<file path="config.mk">
export PLATFORM = sky130hd
export DESIGN_NAME = design_selector
export DESIGN_NICKNAME = d
export VERILOG_FILES = /design/src/rtl/design_selector.sv
export SDC_FILE = /design/constraint.sdc
export NUM_CORES = 1
export LEC_CHECK = 0
export ABC_AREA = 1
export CAP_MARGIN = 40
export CORE_AREA = 2 2 289 291
export DETAILED_ROUTE_END_ITERATION = 8
export DIE_AREA = 0 0 291 293
export HOLD_SLACK_MARGIN = 0.03
export SKIP_CTS_REPAIR_TIMING = 1
export SLEW_MARGIN = 20
export SYNTH_ARGS = -nofsm -noshare
export SYNTH_HDL_FRONTEND = slang
export SYNTH_SLANG_ARGS = --single-unit
</file>
<file path="constraint.sdc">
create_clock -name wb_clk_i -period 2.5 [get_ports wb_clk_i]
set_input_delay 0.5 -clock wb_clk_i [delete_from_list [all_inputs] [get_ports wb_clk_i]]
set_output_delay 0.5 -clock wb_clk_i [all_outputs]
set_load 0.02 [all_outputs]
</file>
<file path="src/rtl/design_selector.sv">
// Wishbone-controlled selector that owns each hosted design's reset and muxes the selected design onto the shared IO pads.
// Optional build macro DESIGN_SELECTOR_AUTOBOOT_EN: start design 0 automatically after reset release.
module design_selector #(
  parameter int          NUM_DESIGNS = 8,
  parameter int          IO_WIDTH    = 33,
  parameter int          SETTINGS_W  = 32,
  parameter int          HOLD_CYCLES = 16,
  parameter logic [31:0] BASE_ADDR   = 32'h3000_0000
) (
  input  logic                            wb_clk_i,
  input  logic                            rst_n,
  input  logic                            wbs_cyc_i,
  input  logic                            wbs_stb_i,
  input  logic                            wbs_we_i,
  input  logic [3:0]                      wbs_sel_i,
  input  logic [31:0]                     wbs_adr_i,
  input  logic [31:0]                     wbs_dat_i,
  output logic                            wbs_ack_o,
  output logic [31:0]                     wbs_dat_o,
  input  logic [NUM_DESIGNS*IO_WIDTH-1:0] design_do,
  input  logic [NUM_DESIGNS*IO_WIDTH-1:0] design_oeb,
  output logic [NUM_DESIGNS-1:0]          design_rst_n,
  output logic [IO_WIDTH-1:0]             io_out,
  output logic [IO_WIDTH-1:0]             io_oeb,
  output logic [SETTINGS_W-1:0]           custom_settings,
  output logic                            irq
);

  localparam int                CNT_W    = $clog2(HOLD_CYCLES + 1);
  localparam logic [CNT_W-1:0]  HOLD_END = CNT_W'(HOLD_CYCLES);
  localparam logic [4:0]        NUM_D    = 5'(NUM_DESIGNS);

  typedef enum logic [1:0] {
    S_IDLE = 2'd0,
    S_HOLD = 2'd1,
    S_RUN  = 2'd2
  } state_t;

  state_t                  state_r;
  logic [CNT_W-1:0]        cnt_r;
  logic [3:0]              cur_r;
  logic [3:0]              sel_idx_r;
  logic                    sel_en_r;
  logic                    err_r;
  logic                    done_r;
  logic                    irq_en_r;
  logic [SETTINGS_W-1:0]   settings_r;
  logic [NUM_DESIGNS-1:0]  rst_n_r;
  logic                    ack_r;
  logic [31:0]             dat_o_r;
`ifdef DESIGN_SELECTOR_AUTOBOOT_EN
  logic                    boot_r;
`endif

  logic        accept_s;
  logic        in_win_s;
  logic        wr_s;
  logic        sel_wr_s;
  logic        idx_ok_s;
  logic        sel_ok_s;
  logic        sel_bad_s;
  logic        set_wr_s;
  logic        irq_wr_s;
  logic        enter_run_s;
  logic [3:0]  new_idx_s;
  logic        new_en_s;
  logic [31:0] rd_data_s;

  // Wishbone decode and read-data selection
  always_comb begin
    accept_s    = wbs_cyc_i & wbs_stb_i & ~ack_r;
    in_win_s    = (wbs_adr_i[31:4] == BASE_ADDR[31:4]);
    wr_s        = accept_s & wbs_we_i & in_win_s;
    new_idx_s   = wbs_dat_i[3:0];
    new_en_s    = wbs_dat_i[8];
    sel_wr_s    = wr_s & (wbs_adr_i[3:0] == 4'h0);
    idx_ok_s    = ({1'b0, new_idx_s} < NUM_D);
    sel_ok_s    = sel_wr_s & idx_ok_s;
    sel_bad_s   = sel_wr_s & ~idx_ok_s;
    set_wr_s    = wr_s & (wbs_adr_i[3:0] == 4'h4);
    irq_wr_s    = wr_s & (wbs_adr_i[3:0] == 4'hC);
    enter_run_s = (state_r == S_HOLD) & ~sel_ok_s & (cnt_r == HOLD_END);
    rd_data_s   = 32'd0;
    if (in_win_s) begin
      case (wbs_adr_i[3:0])
        4'h0:    rd_data_s = {23'd0, sel_en_r, 4'd0, sel_idx_r};
        4'h4:    rd_data_s = 32'(settings_r);
        4'h8:    rd_data_s = {22'd0, err_r, done_r, cur_r, 2'b00, state_r};
        4'hC:    rd_data_s = {31'd0, irq_en_r};
        default: rd_data_s = 32'd0;
      endcase
    end else begin
      rd_data_s = 32'd0;
    end
  end

  // Single-cycle ack with registered read data; ack blocks re-acceptance for one cycle
  always_ff @(posedge wb_clk_i or negedge rst_n) begin
    if (!rst_n) begin
      ack_r   <= 1'b0;
      dat_o_r <= 32'd0;
    end else begin
      ack_r   <= accept_s;
      dat_o_r <= accept_s ? rd_data_s : 32'd0;
    end
  end

  // Settings word, byte-masked, plus interrupt enable and the done flag (set beats clear)
  always_ff @(posedge wb_clk_i or negedge rst_n) begin
    if (!rst_n) begin
      settings_r <= {SETTINGS_W{1'b0}};
      irq_en_r   <= 1'b0;
      done_r     <= 1'b0;
    end else begin
      for (int i = 0; i < SETTINGS_W; i++) begin
        if (set_wr_s && wbs_sel_i[i/8]) begin
          settings_r[i] <= wbs_dat_i[i];
        end
      end
      if (irq_wr_s) begin
        irq_en_r <= wbs_dat_i[0];
      end
      if (enter_run_s) begin
        done_r <= 1'b1;
      end else if (irq_wr_s && wbs_dat_i[16]) begin
        done_r <= 1'b0;
      end
    end
  end

  // Switch sequencer: hold every design in reset, then release only the selected one
  always_ff @(posedge wb_clk_i or negedge rst_n) begin
    if (!rst_n) begin
      state_r   <= S_IDLE;
      cnt_r     <= {CNT_W{1'b0}};
      cur_r     <= 4'd0;
      sel_idx_r <= 4'd0;
      sel_en_r  <= 1'b0;
      err_r     <= 1'b0;
      rst_n_r   <= {NUM_DESIGNS{1'b0}};
`ifdef DESIGN_SELECTOR_AUTOBOOT_EN
      boot_r    <= 1'b1;
`endif
    end else begin
`ifdef DESIGN_SELECTOR_AUTOBOOT_EN
      boot_r <= 1'b0;
`endif
      if (sel_bad_s) begin
        err_r <= 1'b1;
      end else if (sel_ok_s) begin
        err_r <= 1'b0;
      end
      if (sel_ok_s) begin
        sel_idx_r <= new_idx_s;
        sel_en_r  <= new_en_s;
      end
      case (state_r)
        S_IDLE: begin
          if (sel_ok_s && new_en_s) begin
            state_r <= S_HOLD;
            cnt_r   <= {CNT_W{1'b0}};
            cur_r   <= new_idx_s;
`ifdef DESIGN_SELECTOR_AUTOBOOT_EN
          end else if (boot_r && !sel_ok_s) begin
            state_r   <= S_HOLD;
            cnt_r     <= {CNT_W{1'b0}};
            cur_r     <= 4'd0;
            sel_idx_r <= 4'd0;
            sel_en_r  <= 1'b1;
`endif
          end
        end
        S_HOLD: begin
          if (sel_ok_s) begin
            if (new_en_s) begin
              cur_r <= new_idx_s;
              cnt_r <= {CNT_W{1'b0}};
            end else begin
              state_r <= S_IDLE;
            end
          end else if (cnt_r == HOLD_END) begin
            state_r <= S_RUN;
            rst_n_r <= {{(NUM_DESIGNS-1){1'b0}}, 1'b1} << cur_r;
          end else begin
            cnt_r <= cnt_r + CNT_W'(1);
          end
        end
        S_RUN: begin
          if (sel_ok_s) begin
            if (!new_en_s) begin
              state_r <= S_IDLE;
              rst_n_r <= {NUM_DESIGNS{1'b0}};
            end else if (new_idx_s != cur_r) begin
              state_r <= S_HOLD;
              cnt_r   <= {CNT_W{1'b0}};
              cur_r   <= new_idx_s;
              rst_n_r <= {NUM_DESIGNS{1'b0}};
            end
          end
        end
        default: begin
          state_r <= S_IDLE;
          rst_n_r <= {NUM_DESIGNS{1'b0}};
        end
      endcase
    end
  end

  // Pad routing follows the registered state, so pads stay tri-stated until the design is released
  always_comb begin
    if (state_r == S_RUN) begin
      io_out = design_do[int'(cur_r)*IO_WIDTH +: IO_WIDTH];
      io_oeb = design_oeb[int'(cur_r)*IO_WIDTH +: IO_WIDTH];
    end else begin
      io_out = {IO_WIDTH{1'b0}};
      io_oeb = {IO_WIDTH{1'b1}};
    end
  end

  assign wbs_ack_o       = ack_r;
  assign wbs_dat_o       = dat_o_r;
  assign design_rst_n    = rst_n_r;
  assign custom_settings = settings_r;
  assign irq             = done_r & irq_en_r;

endmodule
</file>
==> flow_metrics.py, run 1 <==
metrics = {
    "sta": {
        "whs_ps": 97.0,
        "tightest_slew_ps": 709,
        "slew_headroom_pct": 52.7,
        "setup_viol": 66,
        "max_freq_ghz": 0.347,
        "fin_crit_sh_pct": 115,
        "finalWorstSetupSlack_ps": -383,
        "skew_ps": 6.79,
        "period_needed_ps": 2880,
        "rsz0062_at_grt": "yes",
        "finalHoldViolCount": 0,
        "slew_violations": 0,
    },
    "final_layout": {
        "area_growth_pct": 159,
        "final_core_util_pct": 24.4,
        "layout.nets": 2646,
        "finalNonFillerCells": 3124,
        "drive_gt1_share_pct": 23.1,
        "fill_cells": 9046,
    },
    "outcome": {
        "outcome": "complete, but fails checks",
        "failed_checks": "negative setup slack",
    },
    "synthesis": {
        "synth-seq-area-share_pct": 29.9,
        "synth_top_area_share_pct": 29.9,
        "synthArstFlopShare_pct": 100,
        "ys_top_cells_by_count": "481 x nand2_1, 158 x a22oi_1, 92 x dfrtp_1",
        "synthMostInstantiatedCell": "nand2_1",
        "synth_area_leaders": "dfrtp_1 30%, nand2_1 23%, a22oi_1 15%, nand3_1 4.7%, nand4_1 3.9%",
        "synth_edf_count": 0,
        "synth_nets": 1765,
        "yosysTopAreaCell": "dfrtp_1",
        "synth-seq-cells": 92,
        "synth.distinct_cells": 41,
        "syn_inst": 1162,
        "syn_area_mm2": 0.00769,
        "avgSynthCellArea_um2": 6.62,
        "synth_ff_type": "dfrtp_1",
        "ys_warn_count": 0,
    },
    "global_route": {
        "antenna_found_initial": 16,
        "grt_pass1_vias": 12316,
        "grt_max_degree": 43,
        "grt.total_usage_pct": 15.2,
        "grt_pass1_wl_um": 92400,
        "overflow": 0,
    },
    "critical_path": {
        "rr_startpoint": "state_r[0]$_DFFE_PN0P_",
        "crit_slowest_cell": "dfrtp_2",
        "rr_endpoint": "design_rst_n[4]$_DFFE_PN0P_",
        "cp-startpoint": "cur_r[0]$_DFFE_PN0P_",
        "reg2reg_depth": 7,
        "path_cells": "buf_6 > nor2_4 > buf_12 > buf_16 > buf_12 > a22oi_2 > nand2_1 > o21ai_2 > a41oi_2 > buf_4 > buf_12",
        "path_delay_family": "buffers and inverters",
        "critPathMaxStageDelay_ps": 460,
        "cp.required_ps": 2000,
        "startpoint_type": "flop",
        "cp_data_arrival_time_ps": 2380,
        "r2r_slack_ps": 530,
        "critPathBufInv": 6,
        "crit_path_end_kind": "output pin",
        "critPathKind": "flop to output pin",
        "cp_max_fo": 8,
        "path_common_cell": "buf_12",
    },
    "clock_tree": {
        "cts.reportedPaths.clkPinSlew_ps": 70,
        "cts-root-buf": "clkbuf_16",
        "tritoncts": "done",
        "clk_path_buf_depth": 2,
        "cts.sinks": 92,
        "clock_latency_ps": 350,
        "cts_made_buffers": 9,
        "htree_num_levels": 3,
    },
    "placed_design": {
        "dp_cells": 3022,
        "io_buffers": 740,
        "dp_hpwl_um": 59100,
        "pre_cts_ws_ps": -723,
        "place.gp.congestion": 0.933,
    },
    "power_and_ir_drop": {
        "total_power_uw": 4290,
        "seq_power_share_pct": 34.7,
        "power_density_mw_per_mm2": 215,
        "switchingPower_uw": 963,
        "p_sw_share_pct": 22.5,
        "leakage_uw": 0.00771,
        "intPower_uw": 3320,
        "combPwrFrac_pct": 30.2,
        "p_clk_share_pct": 35.1,
        "vdd_ir_drop_max_v": 0.000341,
    },
    "job": {
        "maxCapViolations": 0,
    },
    "floorplanning": {
        "initial_core_util_pct": 9.40,
        "rows": 105,
        "die_y_um": 293,
        "die_width_um": 291,
        "fp.dieArea_mm2": 0.0853,
        "io_pins": 741,
        "core_area_mm2": 0.0818,
    },
    "drt": {
        "wirelength_um": 71900,
        "num_vias": 12419,
        "drc_errors": 0,
        "wire_per_inst_um": 23.0,
        "ant_nets": 0,
        "drt_iter0_drc": 687,
        "vias_per_cell": 3.98,
        "firstDrtPassIters": 5,
    },
    "hold_path": {
        "hold_class": "primary input to async pin",
    },
}
-- worst max path at each step --
stage,cells after the start,to
floorplan,8,io_out[18]
global route,12,io_out[7]
CTS,11,io_out[1]
global placement,6,io_out[21]
detailed placement,6,io_out[21]
finish,11,io_out[1]
-- per-layer routing --
metal | vias up | part of all wire, % | global-route usage (%)
met1 | 5826 | 40 | 17.9
met3 | 71 | 8.3 | 3.99
met5 | - | 0.11 | 0
met2 | 653 | 50 | 27.5
li1 | 5857 | - | -
met4 | 12 | 2.1 | 2.97
-- power groups by stage --
stage / clock network, uW / registers (uW) / logic [uW]
after floorplan: 0 / 1520 / 138
after global placement: 0 / 1520 / 1250
after detailed placement: 0 / 1520 / 1250
after CTS: 1530 / 1490 / 1260
after global routing: 1590 / 1490 / 1370
final: 1500 / 1490 / 1290
-- cells in the final DEF, fill, tap and decap left out, types with 3 or more instances in the layout --
master and n:
nor2_1 31, o21ai_1 14, a22oi_1 110, buf_8 10, inv_1 24, o21ai_0 22
nor2_4 7, a41oi_1 4, buf_2 3, a22oi_2 48, diode_2 6, dfrtp_1 90
nor3_1 8, nand2_4 10, nand3_4 3, a31oi_2 4, clkdlybuf4s50_1 673, nand3_2 21
nand2_2 36, nand2_1 443, nor3b_1 22, buf_16 5, nand3_1 51, clkbuf_16 23
inv_2 5, nand4_1 48, a31oi_1 17, a41oi_2 7, buf_4 133, a31oi_4 3
buf_12 59, a21oi_1 9, o21ai_2 13, buf_6 61
-- kinds of logic (layout without fill, tap and decap cells) --
kind of cell | after synthesis | in the layout | synth area share [%]
and+or+nand+nor | 688 | 688 | 39.4
DFF | 92 | 92 | 29.9
buffers and inverters | 123 | 1009 | 6.91
AOI/OAI and AO/OA | 254 | 254 | 23.1
xor gates and xnor gates | 3 | 3 | 0.342
adders and majority gates | 2 | 2 | 0.325
other | 0 | 6 | 0
-- flip-flops by register name, summed over array words and instances (netlist names), 2 cells and up --
register         count
cnt_r                5
cur_r                4
custom_settings     32
design_rst_n         8
sel_idx_r            4
state_r              2
wbs_dat_o           32
-- cell type report --
cell class / instances / area [um^2] / area share, %
Clock inverter: 5 / 83.8 / 0.420
Clock buffer: 11 / 243 / 1.22
Inverter: 32 / 129 / 0.646
Sequential cell: 92 / 2300 / 11.5
Tap cell: 1070 / 1340 / 6.71
Timing Repair Buffer: 961 / 10300 / 51.6
Multi-Input combinational cell: 947 / 5540 / 27.8
Antenna cell: 6 / 15.0 / 0.0752
-- metrics by stage --
step,cell area [um^2],setup TNS (ps)
after floorplan,7690,0
after global placement,17700,-19730
after detailed placement,17700,-20350
after CTS,18000,-45560
after global routing,19900,-23060
final,20000,-16500
-- worst register-to-register path, cell delays in order, from the launching register on --
cell,delay [ps]
dfrtp_1,420
nor2_4,130
buf_4,530
nand2_1,150
nor2_1,160
nand3b_4,320
nand2_1,110
o21ai_2,70
(Power assumes the default switching activity.)
==> inputs of run 2 (changes only) <==
Settings changed: CORE_AREA 2 2 289 291 to 2 2 284 286, DIE_AREA 0 0 291 293 to 0 0 286 288.
==> run 2 against run 1 <==
The flow still finishes with violations (negative setup slack). Combinational power hardly changed. Global-route usage is 0.19 points higher. Critical path depth stayed put. First-iteration DRC count up 8.3%. Clock power decreased by 7%. Design area down 1.7%. Critical path type unchanged. Core utilization grew 0.26 points. Highest routed layer unchanged. Clock skew grew 3.2 ps. Routed wire length up 0.71%. Critical endpoint is now io_oeb[0]. Power is 3.0% lower. Largest power group is now registers. Die area decreased by 3.4%.
==> flow_metrics.py, run 2 (same netlist as run 1, synthesis figures left out) <==
metrics = {
    "outcome": {
        "outcome": "complete, but fails checks",
        "failed_checks": "negative setup slack",
    },
    "sta": {
        "finalHoldViolCount": 0,
        "period_needed_ps": 2860,
        "slew_violations": 0,
        "finalWorstSetupSlack_ps": -358,
        "setup_viol": 66,
        "tightest_slew_ps": 719,
        "whs_ps": 140,
        "skew_ps": 10.0,
        "slew_headroom_pct": 52.0,
        "max_freq_ghz": 0.350,
        "fin_crit_sh_pct": 114,
        "finalSetupTns_ps": -13370,
        "rsz0062_at_grt": "yes",
    },
    "floorplanning": {
        "core_area_mm2": 0.0796,
        "fp.dieArea_mm2": 0.0824,
        "die_y_um": 288,
        "io_pins": 741,
        "die_width_um": 286,
        "initial_core_util_pct": 9.66,
        "rows": 104,
    },
    "hold_path": {
        "hold_class": "primary input to async pin",
    },
    "drt": {
        "vias_per_cell": 3.99,
        "num_vias": 12284,
        "wirelength_um": 72400,
        "drc_errors": 0,
        "drt_iter0_drc": 744,
        "ant_nets": 0,
        "firstDrtPassIters": 5,
        "wire_per_inst_um": 23.5,
    },
    "final_layout": {
        "design_area_mm2": 0.0196,
        "final_core_util_pct": 24.6,
        "layout.nets": 2614,
        "area_growth_pct": 155,
        "final_cell_mix": "673 x clkdlybuf4s50_1, 465 x nand2_1, 116 x buf_4",
        "final_common_cell": "clkdlybuf4s50_1",
        "drive_gt1_share_pct": 20.8,
    },
    "global_route": {
        "grt_max_degree": 53,
        "overflow": 0,
        "grt_pass1_vias": 12065,
        "grt.total_usage_pct": 15.4,
        "grt_pass1_wl_um": 89700,
        "antenna_found_initial": 17,
    },
    "placed_design": {
        "post_dp_cell_area_mm2": 0.0176,
        "dp_hpwl_um": 58300,
        "place.gp.congestion": 0.963,
        "io_buffers": 740,
        "pre_cts_ws_ps": -760,
    },
    "clock_tree": {
        "clk_path_buf_depth": 2,
        "cts.reportedPaths.clkPinSlew_ps": 60,
        "cts.sinks": 92,
        "cts_made_buffers": 9,
        "clock_latency_ps": 340,
        "cts-root-buf": "clkbuf_16",
        "tritoncts": "done",
        "htree_num_levels": 3,
    },
    "job": {
        "maxCapViolations": 0,
    },
    "power_and_ir_drop": {
        "leakage_uw": 0.00752,
        "power_density_mw_per_mm2": 212,
        "vdd_ir_drop_max_v": 0.000387,
    },
    "critical_path": {
        "critPathMaxStageDelay_ps": 430,
        "path_cells": "buf_4 > nor2_4 > buf_12 > buf_16 > buf_12 > a22oi_2 > buf_4 > nand2_1 > nand2_1 > nand3_1 > buf_6",
        "crit_slowest_cell": "dfrtp_2",
        "cp_data_arrival_time_ps": 2360,
        "crit_path_end_kind": "output pin",
        "cp_max_fo": 8,
        "startpoint_type": "flop",
        "cp.required_ps": 2000,
        "critPathKind": "flop to output pin",
    },
}
==> run 2: cell count changes in the layout (fill, tap and decap cells not counted), moves of 3 or more <==
cell | before | now
a22oi_1 | 110 | 104
o21ai_1 | 14 | 9
o21ai_2 | 13 | 10
a22oi_2 | 48 | 54
buf_12 | 59 | 64
nand2_1 | 443 | 465
o21ai_0 | 22 | 29
buf_4 | 133 | 116
nand2_2 | 36 | 13
buf_6 | 61 | 40
==> run 2: final timing paths <==
check                                    startpoint                              end  slack, ps  depth (start not counted)
max                            cur_r[0]$_DFFE_PN0P_                        io_oeb[0]       -360                         11
min                                           rst_n          wbs_dat_o[20]$_DFF_PN0_        140                          1
max reg2reg                    cur_r[2]$_DFFE_PN0P_             cnt_r[2]$_DFFE_PN0P_        380                         12
min reg2reg                sel_idx_r[3]$_DFFE_PN0P_         sel_idx_r[3]$_DFFE_PN0P_        470                          2
max in group asynchronous                     rst_n  custom_settings[11]$_DFFE_PN0P_       1620                          2
min in group wb_clk_i      sel_idx_r[3]$_DFFE_PN0P_         sel_idx_r[3]$_DFFE_PN0P_        470                          2
==> run 2: per-stage QoR <==
stage	power (uW)	cells
CTS	4150	3015
floorplan	1660	1162
detailed placement	2750	3000
finish	4160	3082
global route	4330	3080
global placement	2750	3000
==> run 2: layout make-up <==
class / count / area (um^2)
Inverter: 32 / 129
Timing Repair Buffer: 928 / 10100
Multi-Input combinational cell: 947 / 5480
Sequential cell: 92 / 2300
Clock inverter: 3 / 46.3
Clock buffer: 12 / 256
Antenna cell: 7 / 17.5
Fill cell: 8797 / 60000
Tap cell: 1060 / 1330
Timing Repair inverter: 1 / 6.26
==> run 2: power by group <==
part           internal, uW  leakage [uW]  switching (uW)  total, uW
combinational           924       0.00616             346       1270
sequential             1490       0.00122            1.02       1490
clock                   827      0.000145             571       1400
==> run 2: worst max-delay path, delay by kind of cell, from the launching register on <==
family	cells	cell delay [ps]
flip-flops	1	430
AO/OA/AOI/OAI	1	380
buffers and inverters	6	950
AND/OR/NAND/NOR	4	220
==> run 2: per-layer routing <==
layer,vias to the layer above,routed length (um),global-route usage (%)
li1,5773,-,-
met2,672,35300,27.3
met5,-,92,0
met4,14,3010,4.90
met1,5704,26300,16.7
met3,121,7630,6.01
==> inputs of run 3 (changes only) <==
Settings changed: CAP_MARGIN 40 to default, CELL_PAD_IN_SITES_DETAIL_PLACEMENT from default to 0, CELL_PAD_IN_SITES_GLOBAL_PLACEMENT from default to 1, CORE_AREA 2 2 284 286 to 4 4 284 286, DIE_AREA 0 0 286 288 to 0 0 288 290, PLACE_DENSITY_LB_ADDON from default to 0.1.
==> run 3 against run 2 <==
The flow still finishes with violations (negative setup slack). Count of clock-buffer cells in the layout fell by 3. Routed wire length rose by 13%. First-iteration DRC count down 19%. Sequential power barely moved. Setup slack better by 0.58 ps. Cell count up 0.29%. Flip-flop and latch count is the same. Critical path type unchanged. Largest power group is now the clock network. Highest routed layer unchanged.
==> flow_metrics.py, run 3 (same netlist as run 1, synthesis figures left out) <==
metrics = {
    "outcome": {
        "outcome": "complete, but fails checks",
        "failed_checks": "negative setup slack",
    },
    "floorplanning": {
        "fp.dieArea_mm2": 0.0835,
        "core_area_mm2": 0.0784,
        "die_width_um": 288,
        "io_pins": 741,
        "initial_core_util_pct": 9.82,
        "die_y_um": 290,
        "rows": 103,
    },
    "sta": {
        "slew_headroom_pct": 52.1,
        "tightest_slew_ps": 718,
        "setup_viol": 66,
        "finalHoldViolCount": 0,
        "max_freq_ghz": 0.350,
        "rsz0062_at_grt": "yes",
        "finalWorstSetupSlack_ps": -358,
        "skew_ps": 11.9,
        "slew_violations": 0,
        "fin_crit_sh_pct": 114,
        "period_needed_ps": 2860,
        "whs_ps": 93.2,
    },
    "final_layout": {
        "fill_cells": 8744,
        "final_common_cell": "clkdlybuf4s50_1",
        "final_core_util_pct": 25.1,
        "area_growth_pct": 156,
        "layout.nets": 2630,
        "design_area_mm2": 0.0197,
        "multi_input_area_mm2": 0.00554,
        "finalNonFillerCells": 3091,
        "final_cell_mix": "673 x clkdlybuf4s50_1, 461 x nand2_1, 138 x buf_4",
        "drive_gt1_share_pct": 22.1,
        "regArea_mm2": 0.00230,
    },
    "critical_path": {
        "crit_path_end_kind": "output pin",
        "critPathKind": "flop to output pin",
        "cp-startpoint": "cur_r[1]$_DFFE_PN0P_",
        "rr_startpoint": "state_r[0]$_DFFE_PN0P_",
        "cp_max_fo": 9,
        "cp_data_arrival_time_ps": 2360,
        "cp.required_ps": 2000,
        "startpoint_type": "flop",
    },
    "drt": {
        "firstDrtPassIters": 5,
        "drt_iter0_drc": 604,
        "wirelength_um": 81600,
        "num_vias": 12264,
        "wire_per_inst_um": 26.4,
        "drc_errors": 0,
        "ant_nets": 0,
        "vias_per_cell": 3.97,
    },
    "global_route": {
        "grt_pass1_wl_um": 106000,
        "grt_pass1_vias": 12764,
        "grt_max_degree": 38,
        "overflow": 0,
        "grt.total_usage_pct": 17.8,
        "antenna_found_initial": 32,
    },
    "power_and_ir_drop": {
        "vdd_ir_drop_max_v": 0.000354,
        "power_density_mw_per_mm2": 219,
        "leakage_uw": 0.00759,
    },
    "placed_design": {
        "io_buffers": 740,
        "dp_cells": 2999,
        "dp_hpwl_um": 69300,
        "place.gp.congestion": 0.891,
        "pre_cts_ws_ps": -426,
        "post_dp_cell_area_mm2": 0.0176,
    },
    "clock_tree": {
        "cts-root-buf": "clkbuf_16",
        "cts.sinks": 92,
        "clk_path_buf_depth": 2,
        "cts.reportedPaths.clkPinSlew_ps": 80,
        "htree_num_levels": 3,
        "tritoncts": "done",
        "cts_made_buffers": 9,
        "clock_latency_ps": 360,
    },
    "hold_path": {
        "hold_class": "primary input to async pin",
    },
    "job": {
        "maxCapViolations": 0,
    },
}
-- run 3: changes by cell type in the layout (fill, tap and decap cells not counted), sizes merged --
cell          delta
diode            +3
bufbuf           -3
buf             +25
dlymetal6s2s     -1
clkbuf           -7
bufinv           +1
clkinv           +1
-- run 3: path summary, 6_finish.rpt --
check | endpoint | cells past startpoint | slack, ps
worst max-delay path | io_out[3] | 11 | -360
worst min-delay path | wbs_dat_o[21]$_DFF_PN0_ | 1 | 90
worst max register to register | cnt_r[0]$_DFFE_PN0P_ | 10 | 490
worst min register to register | sel_idx_r[3]$_DFFE_PN0P_ | 2 | 470
max in group asynchronous | wbs_dat_o[18]$_DFF_PN0_ | 2 | 1780
min in group wb_clk_i | sel_idx_r[3]$_DFFE_PN0P_ | 2 | 470
-- run 3: power breakdown --
part,internal [uW],switching [uW],total [uW]
clock,883,657,1540
sequential,1490,0.799,1490
combinational,915,353,1270
-- run 3: layout make-up --
cell class	instances	area share, %
Tap cell	1050	6.68
Inverter	32	0.655
Antenna cell	10	0.127
Sequential cell	92	11.7
Timing Repair Buffer	945	51.0
Clock inverter	6	0.515
Multi-Input combinational cell	947	28.2
Clock buffer	9	1.15
-- run 3: routing by layer --
| metal | global-route usage, % | part of all wire (%) | vias to the layer above |
|---|---|---|---|
| met5 | 0 | 0.18 | - |
| met4 | 2.59 | 1.2 | 22 |
| met3 | 5.84 | 8.2 | 76 |
| met2 | 31.3 | 50 | 468 |
| met1 | 21.6 | 41 | 5887 |
| li1 | - | - | 5811 |
-- run 3: worst max-delay path, cell delays in order (launching register included) --
cell     delay (ps)
dfrtp_2         470
buf_4           160
nor2_4          130
buf_12          180
buf_4           160
buf_4           120
a22oi_1          60
nand3_1          90
nand2_1          90
a31oi_4         250
buf_4           150
buf_4           140
-- run 3: metrics by stage --
stage	power (uW)	TNS [ps]
after global routing	4490	-20200
after CTS	4350	-35220
after detailed placement	2750	-9150
after floorplan	1660	0
after global placement	2760	-7520
final	4300	-12760
